<file path="config.mk">
export PLATFORM = sky130hd
export DESIGN_NAME = mem_port_arbiter_flat
export DESIGN_NICKNAME = d
export VERILOG_FILES = /design/src/rtl/mem_port_arbiter_if.sv /design/src/rtl/mem_port_arbiter.sv /design/src/flat_wrapper.sv
export SDC_FILE = /design/constraint.sdc
export NUM_CORES = 1
export LEC_CHECK = 0
export CAP_MARGIN = 10
export CORE_AREA = 2 2 131 133
export DETAILED_ROUTE_END_ITERATION = 12
export DIE_AREA = 0 0 133 135
export GPL_ROUTABILITY_DRIVEN = 0
export PLACE_DENSITY = 0.49
export REMOVE_ABC_BUFFERS = 1
export SETUP_SLACK_MARGIN = 0.3
export SKIP_CTS_REPAIR_TIMING = 1
export SLEW_MARGIN = 10
export SYNTH_ARGS = -nofsm -noshare
export SYNTH_HDL_FRONTEND = slang
export SYNTH_SLANG_ARGS = --single-unit
export TNS_END_PERCENT = 30
</file>
<file path="constraint.sdc">
create_clock -name clk -period 2.3 [get_ports clk]
set_input_delay 0.345 -clock clk [delete_from_list [all_inputs] [get_ports clk]]
set_output_delay 0.345 -clock clk [all_outputs]
set_load 0.01 [all_outputs]
</file>
<file path="src/rtl/mem_port_arbiter_if.sv">
// Requester-side port of the data memory arbiter: one transaction request
// plus its grant and read-return signals.
interface mem_port_arbiter_if;
    logic        req;
    logic        we;
    logic [29:0] addr;
    logic [31:0] wdata;
    logic [3:0]  be;
    logic        gnt;
    logic        rvalid;
    logic [31:0] rdata;

    modport master (
        output req, we, addr, wdata, be,
        input  gnt, rvalid, rdata
    );

    modport slave (
        input  req, we, addr, wdata, be,
        output gnt, rvalid, rdata
    );
endinterface

</file>
<file path="src/rtl/mem_port_arbiter.sv">
// Shares the data-side read/write ports of mem between the load/store unit
// (port 0, fixed priority) and a debug/loader master (port 1, aged).
module mem_port_arbiter #(
    parameter int unsigned MAX_WAIT = 8
) (
    input  logic                clk,
    input  logic                rst_n,
    mem_port_arbiter_if.slave   m0,
    mem_port_arbiter_if.slave   m1,
    output logic [29:0]         r2_addr,
    input  logic [31:0]         r2_val,
    output logic                w_enable,
    output logic [29:0]         w_addr,
    output logic [31:0]         w_val,
    output logic [3:0]          byte_en
);

    localparam logic [7:0] MAX_WAIT_C = 8'(MAX_WAIT);

    logic [7:0]  wait_cnt_r;
    logic        rd_pend_r;
    logic        rd_owner_r;

    logic        win_valid_s;
    logic        win_sel_s;
    logic        win_we_s;
    logic [29:0] win_addr_s;
    logic [31:0] win_wdata_s;
    logic [3:0]  win_be_s;
    logic        m0_gnt_s;
    logic        m1_gnt_s;

    // Winner selection: aged port 1 first, then port 0, then port 1.
    always_comb begin
        win_valid_s = 1'b0;
        win_sel_s   = 1'b0;
        if (m1.req && (wait_cnt_r == MAX_WAIT_C)) begin
            win_valid_s = 1'b1;
            win_sel_s   = 1'b1;
        end else if (m0.req) begin
            win_valid_s = 1'b1;
            win_sel_s   = 1'b0;
        end else if (m1.req) begin
            win_valid_s = 1'b1;
            win_sel_s   = 1'b1;
        end else begin
            win_valid_s = 1'b0;
            win_sel_s   = 1'b0;
        end
    end

    // Steer the winning requester's transaction fields.
    always_comb begin
        win_we_s    = 1'b0;
        win_addr_s  = 30'd0;
        win_wdata_s = 32'd0;
        win_be_s    = 4'd0;
        if (win_sel_s) begin
            win_we_s    = m1.we;
            win_addr_s  = m1.addr;
            win_wdata_s = m1.wdata;
            win_be_s    = m1.be;
        end else begin
            win_we_s    = m0.we;
            win_addr_s  = m0.addr;
            win_wdata_s = m0.wdata;
            win_be_s    = m0.be;
        end
    end

    // Memory port drive; everything is zero when there is no winner.
    always_comb begin
        r2_addr  = 30'd0;
        w_enable = 1'b0;
        w_addr   = 30'd0;
        w_val    = 32'd0;
        byte_en  = 4'd0;
        if (win_valid_s && win_we_s) begin
            w_enable = 1'b1;
            w_addr   = win_addr_s;
            w_val    = win_wdata_s;
            byte_en  = win_be_s;
        end else if (win_valid_s) begin
            r2_addr  = win_addr_s;
        end else begin
            r2_addr  = 30'd0;
        end
    end

    assign m0_gnt_s  = win_valid_s & ~win_sel_s;
    assign m1_gnt_s  = win_valid_s & win_sel_s;
    assign m0.gnt    = m0_gnt_s;
    assign m1.gnt    = m1_gnt_s;

    // Read data is shared; rvalid tells each requester whether it is theirs.
    assign m0.rvalid = rd_pend_r & ~rd_owner_r;
    assign m1.rvalid = rd_pend_r & rd_owner_r;
    assign m0.rdata  = r2_val;
    assign m1.rdata  = r2_val;

    // Remember which requester issued the read that returns next cycle.
    always_ff @(posedge clk or negedge rst_n) begin
        if (!rst_n) begin
            rd_pend_r  <= 1'b0;
            rd_owner_r <= 1'b0;
        end else if (win_valid_s && !win_we_s) begin
            rd_pend_r  <= 1'b1;
            rd_owner_r <= win_sel_s;
        end else begin
            rd_pend_r  <= 1'b0;
            rd_owner_r <= rd_owner_r;
        end
    end

    // Count consecutive denied cycles of port 1; dropping req or a grant clears it.
    always_ff @(posedge clk or negedge rst_n) begin
        if (!rst_n) begin
            wait_cnt_r <= 8'd0;
        end else if (m1.req && !m1_gnt_s) begin
            if (wait_cnt_r < MAX_WAIT_C) begin
                wait_cnt_r <= wait_cnt_r + 8'd1;
            end else begin
                wait_cnt_r <= wait_cnt_r;
            end
        end else begin
            wait_cnt_r <= 8'd0;
        end
    end

endmodule
</file>
<file path="src/flat_wrapper.sv">
// flat-port wrapper written by rule: the top's interface ports become plain ports
module mem_port_arbiter_flat 
#(
    parameter int unsigned MAX_WAIT = 8
)
  (clk, rst_n, r2_addr, r2_val, w_enable, w_addr, w_val, byte_en, m0_req, m0_we, m0_addr, m0_wdata, m0_be, m0_gnt, m0_rvalid, m0_rdata, m1_req, m1_we, m1_addr, m1_wdata, m1_be, m1_gnt, m1_rvalid, m1_rdata);
  mem_port_arbiter_if m0_i ();
  mem_port_arbiter_if m1_i ();
  input  logic clk;
  input  logic rst_n;
  output logic [29:0] r2_addr;
  input  logic [31:0] r2_val;
  output logic w_enable;
  output logic [29:0] w_addr;
  output logic [31:0] w_val;
  output logic [3:0] byte_en;
  input wire logic [$bits(m0_i.req)-1:0] m0_req;
  input wire logic [$bits(m0_i.we)-1:0] m0_we;
  input wire logic [$bits(m0_i.addr)-1:0] m0_addr;
  input wire logic [$bits(m0_i.wdata)-1:0] m0_wdata;
  input wire logic [$bits(m0_i.be)-1:0] m0_be;
  output wire logic [$bits(m0_i.gnt)-1:0] m0_gnt;
  output wire logic [$bits(m0_i.rvalid)-1:0] m0_rvalid;
  output wire logic [$bits(m0_i.rdata)-1:0] m0_rdata;
  input wire logic [$bits(m1_i.req)-1:0] m1_req;
  input wire logic [$bits(m1_i.we)-1:0] m1_we;
  input wire logic [$bits(m1_i.addr)-1:0] m1_addr;
  input wire logic [$bits(m1_i.wdata)-1:0] m1_wdata;
  input wire logic [$bits(m1_i.be)-1:0] m1_be;
  output wire logic [$bits(m1_i.gnt)-1:0] m1_gnt;
  output wire logic [$bits(m1_i.rvalid)-1:0] m1_rvalid;
  output wire logic [$bits(m1_i.rdata)-1:0] m1_rdata;
  assign m0_i.req = m0_req;
  assign m0_i.we = m0_we;
  assign m0_i.addr = m0_addr;
  assign m0_i.wdata = m0_wdata;
  assign m0_i.be = m0_be;
  assign m0_gnt = m0_i.gnt;
  assign m0_rvalid = m0_i.rvalid;
  assign m0_rdata = m0_i.rdata;
  assign m1_i.req = m1_req;
  assign m1_i.we = m1_we;
  assign m1_i.addr = m1_addr;
  assign m1_i.wdata = m1_wdata;
  assign m1_i.be = m1_be;
  assign m1_gnt = m1_i.gnt;
  assign m1_rvalid = m1_i.rvalid;
  assign m1_rdata = m1_i.rdata;
  mem_port_arbiter #(.MAX_WAIT(MAX_WAIT)) u_core (.clk(clk), .rst_n(rst_n), .m0(m0_i), .m1(m1_i), .r2_addr(r2_addr), .r2_val(r2_val), .w_enable(w_enable), .w_addr(w_addr), .w_val(w_val), .byte_en(byte_en));
endmodule
</file>
==> results of run 1 <==
## cell usage in the layout, fill, tap and decap left out, types with 2 or more instances in the layout
| cell type | n |
|---|---|
| buf_12 | 11 |
| nor2_1 | 63 |
| nor2b_1 | 4 |
| buf_4 | 37 |
| buf_6 | 8 |
| xnor2_1 | 2 |
| a21oi_1 | 36 |
| nand2_1 | 73 |
| mux2i_4 | 12 |
| buf_2 | 11 |
| mux2i_1 | 6 |
| nand3_1 | 2 |
| clkdlybuf4s50_1 | 138 |
| dlymetal6s2s_1 | 26 |
| inv_1 | 2 |
| inv_2 | 4 |
| and2_1 | 6 |
| nor2_2 | 2 |
| clkbuf_16 | 5 |
| mux2i_2 | 12 |
| buf_8 | 3 |
| clkbuf_2 | 63 |
| buf_16 | 2 |
| dfrtp_1 | 10 |
## metal layers
| metal | part of all wire, % | track usage, % | vias to the layer above |
|---|---|---|---|
| met5 | 0.29 | 5.278 | - |
| met4 | 1.2 | 1.493 | 2 |
| met3 | 16 | 8.784 | 12 |
| met2 | 45 | 19.92 | 267 |
| met1 | 37 | 13.43 | 1404 |
| li1 | - | - | 1450 |
## layout make-up
class,count,area share [%]
timing repair buffer,301,57.16
tap,220,5.589
multi-input combinational,233,30.18
inverter,6,0.4573
clock buffer,3,1.524
sequential,10,5.081
## state kept, by name (all words and copies together) (netlist names)
| register | cells |
|---|---|
| u_core.rd_owner_r | 1 |
| u_core.rd_pend_r | 1 |
| u_core.wait_cnt_r | 8 |
## cell families (layout without fill, tap and decap cells)
group	Yosys count	in the layout	share of synthesized area, %
AND/OR/NAND/NOR	156	156	31.19
AO/OA/AOI/OAI	43	43	11.06
multiplexers	30	30	14.42
adder cells (fa/ha/maj)	2	2	1.202
buffers and inverters	91	310	29.27
XOR/XNOR	2	2	0.8415
flip-flops	10	10	12.02
## power breakdown
group | internal [uW] | total [uW] | switching (uW)
registers | 182 | 184 | 2.80
logic | 540 | 914 | 374
clock network | 225 | 296 | 71.8
## critical path: stages (launching register included)
cell and delay [ns]:
dfrtp_1 0.40, nor4_4 0.40, nand4_1 0.19, buf_4 0.19, a32oi_4 0.24, buf_12 0.16
buf_12 0.16, a21oi_1 0.06, dlymetal6s2s_1 0.18
## worst max path at each step
stage | start | to | slack (ns) | depth (start not counted)
final | u_core.wait_cnt_r[4]$_DFFE_PN0P_ | w_val[18] | -0.25 | 8
after global routing | u_core.wait_cnt_r[4]$_DFFE_PN0P_ | w_val[23] | -0.37 | 8
after CTS | m1_req | byte_en[2] | -0.63 | 9
after detailed placement | m1_req | byte_en[2] | -0.60 | 9
after global placement | m1_req | byte_en[2] | -0.54 | 9
after floorplan | u_core.wait_cnt_r[0]$_DFFE_PN0P_ | w_addr[0] | -4.47 | 7
## through the flow
step / hold WS (ns) / util [%] / cell area (sq um) / TNS (ns) / total power [uW]
detailed placement: 0.5520 / 27.53 / 4517 / -45.50 / 1019
floorplan: 0.04941 / - / 1495 / -354.23 / 440.1
CTS: 0.4523 / 27.99 / 4592 / -52.24 / 1324
finish: 0.4330 / 30.02 / 4925 / -19.31 / 1395
global route: 0.4848 / 30.02 / 4925 / -29.37 / 1473
global placement: 0.5457 / 27.53 / 4517 / -44.50 / 1019
==> flow_summary.toml, run 1 <==
[status]
status = "finished with violations"
violations = "negative setup slack"

[route]
drc = 0
dr.pass1.iters = 4
vias_per_cell = 4.056
wl_mm = 13.62
wl_per_cell_microns = 17.62
drt-initial-drc-count = 105
vias = 3135
antenna_left = 0

[timing]
hold_violations = 0
rsz0062_at_grt = "true"
setup_slack_ns = -0.2543
slew_viol_final = 0
timing.final.crit_share_pct = 111.1
min_period_ns = 2.554
fmax_ghz = 0.3915
tightest_slew_ns = 0.4548
clock_skew_ns = 0.0009300
setup_viol = 97
timing.slew.headroom_pct = 69.58

[clock_network]
clkSinkCount = 10
cts_made_buffers = 3
clk_latency_ns = 0.23
path_clk_slew_ns = 0.04
cts-root-buf = "clkbuf_16"
cts_tree = "yes"
clk_path_buf_depth = 2
htreeDepth = 1

[yosys]
synthFlopType = "dfrtp_1"
synth_most_common_cell = "nand2_1"
synth_edf_count = 0
synth.area.top_cells = "buf_4 (24%), mux2i_1 (14%), nand2_1 (13%), dfrtp_1 (12%), nor2_1 (12%)"
ys_ff_latch = 10
netlist_area_sq_um = 2082
yosysWarnings = 0
yosysSeqAreaShare_pct = 12.02
synth_top_area_share_pct = 24.16
async_flop_share_pct = 100.0
synthCells = 334
avgSynthCellArea_sq_um = 6.234
synth_largest_area_cell = "buf_4"
ys_top_cells_by_count = "nand2_1 (73), buf_4 (67), nor2_1 (65)"
yosysUniqueCellTypes = 26

[worst_setup_path]
reg2reg_depth = 9
worstPathMaxFanout = 20
reg2reg_from = "u_core.wait_cnt_r[4]$_DFFE_PN0P_"
path_class = "reg2out"
r2r_end = "u_core.rd_pend_r$_DFF_PN0_"
cp.required_ns = 1.96
endpoint_kind = "output port"
ff2ff_setup_slack_ns = 0.34
cp.arrival_ns = 2.21
startpoint_type = "flip-flop"

[power]
ir_worst_vdd_uv = 194.0
p_leak_uw = 0.002537
power.density_nw_per_um2 = 283.2

[place]
dp_hpwl_mm = 9.883
portBuffers = 238
dp_cells = 739
dp_worst_setup_slack_ns = -0.6015

[cells_and_area]
final_cells = 773
multi_input_area_sq_um = 1486
antenna_cells = 0
area_growth_pct = 136.5
num-fill-cells = 1717
layout.nets = 727
seqCellArea_sq_um = 250.2
drive_above_1_share_pct = 31.83

[run]
maxCapViolCount = 0

[min_path]
hold_path.class = "in2async"

[floorplanning]
die_w_microns = 133
die_area_sq_um = 17960
row_count = 47
core_area_sq_um = 16410
die_h_microns = 135
initial_core_util_pct = 12.69
io_pins = 335

[grt]
grt_pass1_wl_mm = 17.39
first_global_vias = 3008
grt_max_degree = 40
grt.overflow.total = 0
track_usage_pct = 12.42
antenna_found_initial = 0
Power figures use the tool's default switching activity.
==> run 2: changes to the inputs <==
CORE_AREA = 2 2 130 132   (was 2 2 131 133)
DIE_AREA = 0 0 132 134   (was 0 0 133 135)
DONT_BUFFER_PORTS = 1   (was not set)
PLACE_DENSITY = 0.3   (was 0.49)
REMOVE_ABC_BUFFERS = not set   (was 1)
==> flow_summary.toml, run 2 (synthesized netlist as in run 1, its figures left out) <==
[status]
status = "finished with violations"
violations = "negative setup slack"

[place]
dp_hpwl_mm = 6.789
portBuffers = 0

[cells_and_area]
num-fill-cells = 1878
seqCellArea_sq_um = 250.2
top_regs = "u_core.wait_cnt_r x8, u_core.rd_owner_r x1, u_core.rd_pend_r x1"
area_growth_pct = 21.21
finish.utilization_pct = 15.49
layout.nets = 451
antenna_cells = 0
largest_reg_flops = 8
layout_common_cells = "nand2_1 (73), nor2_1 (38), nor2_2 (25)"
regMostFlops = "u_core.wait_cnt_r"
final_common_cell = "nand2_1"
multi_input_area_sq_um = 1518
drive_above_1_share_pct = 33.94

[power]
total_power_uw = 948.1
p_int_uw = 579.6
power_switching_uw = 368.5
p_leak_uw = 0.0009413
ir_worst_vdd_uv = 258.1
switching_share_pct = 38.87
power.density_nw_per_um2 = 375.7
p_seq_share_pct = 19.5
power_frac_clock_pct = 31.2
p_comb_share_pct = 49.3

[clock_network]
clk_path_buf_depth = 2
cts_made_buffers = 3
cts-root-buf = "clkbuf_16"
clk_latency_ns = 0.23
path_clk_slew_ns = 0.04
clkSinkCount = 10
htreeDepth = 1
cts_tree = "yes"

[timing]
min_period_ns = 2.378
setup_slack_ns = -0.07822
slew_viol_final = 0
tightest_slew_ns = 0.4807
timing.slew.headroom_pct = 67.85
fin_tns_setup_ns = -4.501
rsz0062_at_grt = "true"
timing.final.crit_share_pct = 103.4
hold_violations = 0
clock_skew_ns = 0.0003790
fmax_ghz = 0.4205
setup_viol = 92

[route]
wl_mm = 8.983
vias_per_cell = 4.089
dr.pass1.iters = 4
wl_per_cell_microns = 18.07
drt-initial-drc-count = 58
antenna_left = 0
drc = 0
vias = 2032

[grt]
antenna_found_initial = 0
grt_pass1_wl_mm = 10.92
first_global_vias = 1805
grt.overflow.total = 0
track_usage_pct = 7.840
grt_max_degree = 36

[floorplanning]
core_area_sq_um = 16290
row_count = 47
die_h_microns = 134
die_w_microns = 132
die_area_sq_um = 17690
io_pins = 335
initial_core_util_pct = 12.78

[worst_setup_path]
startpoint_type = "flip-flop"
worstPathMaxFanout = 35
endpoint_kind = "output port"
cp.arrival_ns = 2.03
path_class = "reg2out"
cp_slowest_cell = "dfrtp_1"
cp.required_ns = 1.96
cpPeakStageDelay_ns = 0.40
path_cells = "nor4_4, buf_4, nand4_1, buf_6, a32oi_4, buf_12, nor2_1"

[run]
maxCapViolCount = 0

[yosys]
syn_nets = 506

[min_path]
hold_path.class = "in2reg"
-- run 2: stage by stage --
stage | hold slack, ns | cell area (sq um) | setup slack [ns] | cells
after floorplan | 0.04941 | 2190 | 0.2966 | 334
after global placement | 0.04970 | 2043 | -0.02759 | 482
after detailed placement | 0.04969 | 2043 | -0.03204 | 482
after CTS | -0.1955 | 2118 | -0.2830 | 485
after global routing | 0.2088 | 2524 | -0.1798 | 497
final | 0.2046 | 2524 | -0.07822 | 497
-- run 2: cell type report --
cell class | count | share of cell area [%]
flip-flops and latches | 10 | 9.916
inverters | 6 | 1.091
clock buffers | 3 | 2.975
multi-input cells | 233 | 60.14
repair buffers | 25 | 14.97
well taps | 220 | 10.91
-- run 2: worst paths after layout --
path	from	endpoint	slack [ns]	cells past startpoint
min in group asynchronous	rst_n	u_core.rd_owner_r$_DFFE_PN0P_	0.51	1
hold reg to reg	u_core.rd_owner_r$_DFFE_PN0P_	u_core.rd_owner_r$_DFFE_PN0P_	0.57	2
setup / recovery	u_core.wait_cnt_r[4]$_DFFE_PN0P_	w_addr[4]	-0.08	7
max in group asynchronous	rst_n	u_core.wait_cnt_r[7]$_DFFE_PN0P_	1.46	1
hold / removal	m1_we	u_core.rd_owner_r$_DFFE_PN0P_	0.20	1
setup reg to reg	u_core.wait_cnt_r[1]$_DFFE_PN0P_	u_core.rd_pend_r$_DFF_PN0_	0.41	9
-- run 2: layer usage --
| metal | GRT usage (%) | up-vias | share of wire, % |
|---|---|---|---|
| met3 | 2.343 | 24 | 8.7 |
| met4 | 2.415 | 0 | 2.9 |
| li1 | - | 895 | - |
| met5 | 0 | - | 0 |
| met1 | 9.176 | 961 | 38 |
| met2 | 13.77 | 152 | 50 |
-- run 2: worst max-delay path, delay by kind of cell, from the launching register on --
family | cells | cell delay [ns]
buf+inv | 3 | 0.57
simple gates | 3 | 0.50
flops | 1 | 0.40
compound gates | 1 | 0.30
-- run 2: power groups by stage --
stage               Combinational (uW)  Clock [uW]  Sequential, uW
floorplan                          401           0             187
finish                             468         296             185
CTS                                371         304             185
global placement                   369           0             187
detailed placement                 370           0             187
global route                       501         312             185
==> patch 1: new RTL, config.mk and constraints of run 1 <==
`MAX_WAIT` is set to 8 in 2 places; all go to 6.
--- a/src/rtl/mem_port_arbiter.sv
+++ b/src/rtl/mem_port_arbiter.sv
@@ -1,7 +1,7 @@
 // Shares the data-side read/write ports of mem between the load/store unit
 // (port 0, fixed priority) and a debug/loader master (port 1, aged).
 module mem_port_arbiter #(
-    parameter int unsigned MAX_WAIT = 8
+    parameter int unsigned MAX_WAIT = 6
 ) (
     input  logic                clk,
     input  logic                rst_n,
--- a/src/flat_wrapper.sv
+++ b/src/flat_wrapper.sv
@@ -1,7 +1,7 @@
 // flat-port wrapper written by rule: the top's interface ports become plain ports
 module mem_port_arbiter_flat 
 #(
-    parameter int unsigned MAX_WAIT = 8
+    parameter int unsigned MAX_WAIT = 6
 )
   (clk, rst_n, r2_addr, r2_val, w_enable, w_addr, w_val, byte_en, m0_req, m0_we, m0_addr, m0_wdata, m0_be, m0_gnt, m0_rvalid, m0_rdata, m1_req, m1_we, m1_addr, m1_wdata, m1_be, m1_gnt, m1_rvalid, m1_rdata);
   mem_port_arbiter_if m0_i ();
Function: changed (a bounded check fails within 10 cycles, from zero or initial values and one cycle with rst_n low).
==> patch 1 against run 1 <==
  * The flow still finishes with violations (negative setup slack)
  * Synthesized area increased by 1.4%
  * Critical endpoint is now r2_addr[16]
  * Wire length up 1.5%
  * Sequential share of layout area is 0.096 points higher
  * Core utilization is 0.56 points lower
  * Sequential cell count did not move
  * First-iteration DRC count up 6.7%
  * Power shrank 0.32%
  * Combinational power down 2%
  * Design area down 1.9%
  * Setup slack lost 0.10 ns
==> patch 1: results (changes against run 1) <==
- Max FO, Critical Path: 8 (was 20)
- Global-route wire length before repair: 16,800 um (was 17,400 um)
- Synth area leaders: buf_4, mux2i_1, nand2_1, dfrtp_1, nor2_1 (unchanged)
- Pin count of the biggest net entering global routing: 38 (was 40)
- Starting DRT DRC Count: 112 (was 105)
- Least-Margin Pin Slew: 0.488 ns (was 0.455 ns)
- Avg Synthesized Cell Area: 6.42 um^2 (was 6.23 um^2)
- Dpl hpwl: 9570 um (was 9880 um)
- Final Skew: 0.00118 ns (was 0.000930 ns)
- Failing checks: negative setup slack (unchanged)
- Vias per cell: 4.10 (was 4.06)
- Vias: 3,073 (was 3,135)
- DP Cell Count: 730 (was 739)
- Filler cells: 1,749 (was 1,717)
- Wire length on met1: 5040 um (was 5070 um)
- Met3 routed WL: 2070 um (was 2170 um)
- Post-synth cell types: 29 (was 26)
- Share of cells above drive strength 1: 0.285 (was 0.318)
- Max IR drop VDD: 157 uV (was 194 uV)
- Final worst slack: -0.358 ns (was -0.254 ns)
- Finish-stage setup viols: 97 (unchanged)
- Setup_tns: -29.23 ns (was -19.31 ns)
- Met2 Routed Length: 6400 um (was 6180 um)
- Outcome: complete, but fails checks (unchanged)
- Leak pwr: 0.00254 uW (about the same)
- CP arrival: 2.31 ns (was 2.21 ns)
- DRT Wirelength: 13,800 um (was 13,600 um)
- Top cells by count, synth: nand2_1, buf_4, nor2_1 (unchanged)
- Final #Nets: 703 (was 727)
==> patch 1: logic make-up after synthesis <==
| logic type | Yosys count | share of synthesized area |
|---|---|---|
| AOI/OAI and AO/OA | 47 | 0.125 |
| buffers and inverters | 93 | 0.321 |
| xor gates and xnor gates | 1 | 0.00415 |
| and+or+nand+nor | 146 | 0.277 |
| muxes | 30 | 0.142 |
| adders and majority gates | 2 | 0.0119 |
| DFF | 10 | 0.119 |
==> patch 1: final timing paths <==
path | from | to | slack [ns] | depth (start not counted)
worst min register to register | u_core.wait_cnt_r[7] | u_core.wait_cnt_r[7] | 0.51 | 1
worst max-delay path | u_core.wait_cnt_r[5] | r2_addr[16] | -0.36 | 9
max in group asynchronous | rst_n | u_core.rd_owner_r | 1.53 | 1
worst max register to register | u_core.wait_cnt_r[5] | u_core.rd_pend_r | 0.42 | 7
worst min-delay path | rst_n | u_core.rd_pend_r | 0.44 | 1
min in group clk | u_core.wait_cnt_r[7] | u_core.wait_cnt_r[7] | 0.51 | 1
==> patch 1: power by group <==
group | switching (uW) | internal, uW
Clock | 83.2 | 226
Combinational | 375 | 522
Sequential | 3.10 | 182
==> patch 1: metrics by stage <==
stage | setup slack [ns] | area [um^2] | hold slack (ns)
final | -0.358 | 4830 | 0.441
after global routing | -0.448 | 4830 | 0.492
after CTS | -0.837 | 4500 | 0.459
after detailed placement | -0.596 | 4430 | 0.493
after global placement | -0.563 | 4430 | 0.485
after floorplan | -3.34 | 1460 | 0.0494
==> patch 1: metal layers <==
| metal | track usage | vias to the layer above |
|---|---|---|
| met5 | 0.0722 | - |
| li1 | - | 1406 |
| met3 | 0.0860 | 17 |
| met4 | 0.0233 | 4 |
| met2 | 0.183 | 265 |
| met1 | 0.134 | 1381 |
==> patch 1: worst max-delay path, stage by stage, from the launching register on <==
cell and delay [ns]:
dfrtp_1 0.36, or4_4 0.57, a2bb2oi_4 0.17, inv_4 0.09, buf_12 0.11, buf_12 0.14, buf_12 0.13, mux2i_1 0.24
nor2_1 0.07, dlymetal6s2s_1 0.17
==> patch 1: layout make-up <==
class                           instances  area (um^2)  area share
Sequential cell                        10          250      0.0518
Timing Repair Buffer                  283         2750       0.569
Clock buffer                            3         75.1      0.0155
Multi-Input combinational cell        226         1450       0.301
Tap cell                              220          275      0.0570
Inverter                                7         28.8     0.00595
==> patch 2: new RTL, settings of run 1 <==
Made on the original files. Reset style: synchronous (`rst_n`), changed in 2 clocked blocks.
--- a/src/rtl/mem_port_arbiter.sv
+++ b/src/rtl/mem_port_arbiter.sv
@@ -99,7 +99,7 @@
     assign m1.rdata  = r2_val;
 
     // Remember which requester issued the read that returns next cycle.
-    always_ff @(posedge clk or negedge rst_n) begin
+    always_ff @(posedge clk) begin
         if (!rst_n) begin
             rd_pend_r  <= 1'b0;
             rd_owner_r <= 1'b0;
@@ -113,7 +113,7 @@
     end
 
     // Count consecutive denied cycles of port 1; dropping req or a grant clears it.
-    always_ff @(posedge clk or negedge rst_n) begin
+    always_ff @(posedge clk) begin
         if (!rst_n) begin
             wait_cnt_r <= 8'd0;
         end else if (m1.req && !m1_gnt_s) begin
Function: differs if rst_n is asserted again (counterexample within 4 cycles, from zero or initial values and one cycle with rst_n low); with rst_n held inactive, the same outputs for 10 cycles.
==> patch 2 against run 1 <==
  * The flow still finishes with violations (negative setup slack)
  * Sequential cell count did not move
  * Power rose by 4.2%
  * Synthesized area down 0.12%
  * Largest cell class unchanged
  * Critical endpoint is now w_addr[27]
  * Clock power rose by 15%
  * Die area stayed put
  * Wire length up 6.8%
  * Design area rose by 0.76%
  * First-iteration DRC count decreased by 23%
  * Setup slack better by 0.012 ns
  * Largest power group unchanged
  * Global-route usage about the same
==> patch 2: results (changes against run 1) <==
- Outcome: complete, but fails checks (unchanged)
- Failing checks: negative setup slack (unchanged)
- PortBufs: 238 (unchanged)
- Top FF cell, synth: dfxtp_1 (was dfrtp_1)
- Sequential fraction of the synthesis area: 0.0963 (was 0.120)
- Setup WS pre-CTS: -0.540 ns (was -0.601 ns)
- Pin count of the biggest net entering global routing: 44 (was 40)
- Post-synth cell types: 27 (was 26)
- DRT Wirelength: 14,500 um (was 13,600 um)
- Crit-path slowest cell: dfxtp_2 (was dfrtp_1)
- Max IR drop VDD: 164 uV (was 194 uV)
- Max FO, Critical Path: 6 (was 20)
- Initial antenna violation count: 0 (unchanged)
- Latest clock arrival within the worst-skew pair: 0.23 ns (about the same)
- Global-route wire length before repair: 17,400 um (about the same)
- Clock transition at the registers of the reported paths: 0.04 ns (about the same)
- Vias: 3,163 (was 3,135)
- Met2 Track Usage GR: 0.193 (was 0.199)
- Met1 Use GR: 0.143 (was 0.134)
- Final #Nets: 729 (was 727)
- Dpl hpwl: 10,100 um (was 9880 um)
- Final worst slack: -0.242 ns (was -0.254 ns)
- Worst min-delay path class: flop to flop (was input pin to async pin)
- Vias in the first global route: 3,023 (was 3,008)
- DP Cell Count: 744 (was 739)
- CP max stage delay: 0.33 ns (was 0.40 ns)
- DRT Pass-1 Iters: 4 (unchanged)
- CTS root buf: clkbuf_16 (unchanged)
- Share of cells above drive strength 1: 0.385 (was 0.318)
- All-layer global routing usage: 0.124 (about the same)
- Starting DRT DRC Count: 81 (was 105)
- Vias per cell: 4.08 (was 4.06)
- Finish-stage setup viols: 93 (was 97)
- YS warnings: 0 (unchanged)
- GRT met3 Usage: 0.0796 (was 0.0878)
- DP Area: 4490 um^2 (was 4520 um^2)
- Asr flop ratio synth: 0 (was 1.00)
- Final Skew: 0.00229 ns (was 0.000930 ns)
- Internal power: 982 uW (was 946 uW)
- Syn Inst Count: 334 (unchanged)
- Synth area leaders: buf_4, mux2i_1, nand2_1, nor2_1, dfxtp_1 (was buf_4, mux2i_1, nand2_1, dfrtp_1, nor2_1)
- Top cells by count, synth: nand2_1, buf_4, nor2_1 (unchanged)
- Filler cells: 1,726 (was 1,717)
- Slew Limit Headroom: 0.784 (was 0.696)
- Post-synth EDFFs: 0 (unchanged)
- Leak pwr: 0.00232 uW (was 0.00254 uW)
[patch 2: worst paths after layout]
check / startpoint / end / slack, ns / cells past startpoint
worst max register to register: u_core.wait_cnt_r[1] / u_core.rd_pend_r / 0.45 / 11
worst max-delay path: u_core.wait_cnt_r[1] / w_addr[27] / -0.24 / 11
worst min-delay path: u_core.rd_owner_r / u_core.rd_owner_r / 0.53 / 2
worst min register to register: u_core.rd_owner_r / u_core.rd_owner_r / 0.53 / 2
[patch 2: worst max-delay path: cells and delay by family, from the launching register on]
family / cells / cell delay (ns)
buf+inv: 6 / 0.74
fa+ha+maj: 1 / 0.15
compound gates: 2 / 0.47
simple gates: 2 / 0.27
flops: 1 / 0.33
[patch 2: per-layer routing]
layer | wire length, um | vias up
met5 | 40 | -
met4 | 98 | 2
met3 | 1960 | 8
met2 | 6670 | 251
met1 | 5780 | 1439
li1 | - | 1463
[patch 2: stage by stage]
step,setup TNS [ns],utilization
2_1_floorplan,-278.93,-
3_3_place_gp,-45.05,0.274
3_5_place_dp,-46.45,0.274
4_1_cts,-50.42,0.279
5_1_grt,-21.14,0.302
6_report,-14.03,0.302
[patch 2: power groups by stage]
| stage | Sequential (uW) | Clock, uW | Combinational [uW] |
|---|---|---|---|
| global placement | 181 | 0 | 819 |
| floorplan | 181 | 0 | 245 |
| detailed placement | 181 | 0 | 820 |
| CTS | 178 | 347 | 826 |
| finish | 178 | 341 | 933 |
| global route | 179 | 357 | 997 |
[patch 2: cells by family after synthesis]
group / share of synthesized area
compound gates: 0.123
flops: 0.0963
fa+ha+maj: 0.0120
simple gates: 0.309
buf+inv: 0.307
xor+xnor: 0.00843
mux: 0.144
[patch 2: final cells by class]
cell class,instances,area share
sequential,10,0.0411
inverter,5,0.00479
tap,220,0.0555
multi-input combinational,234,0.313
clock buffer,4,0.0179
timing repair buffer,303,0.568
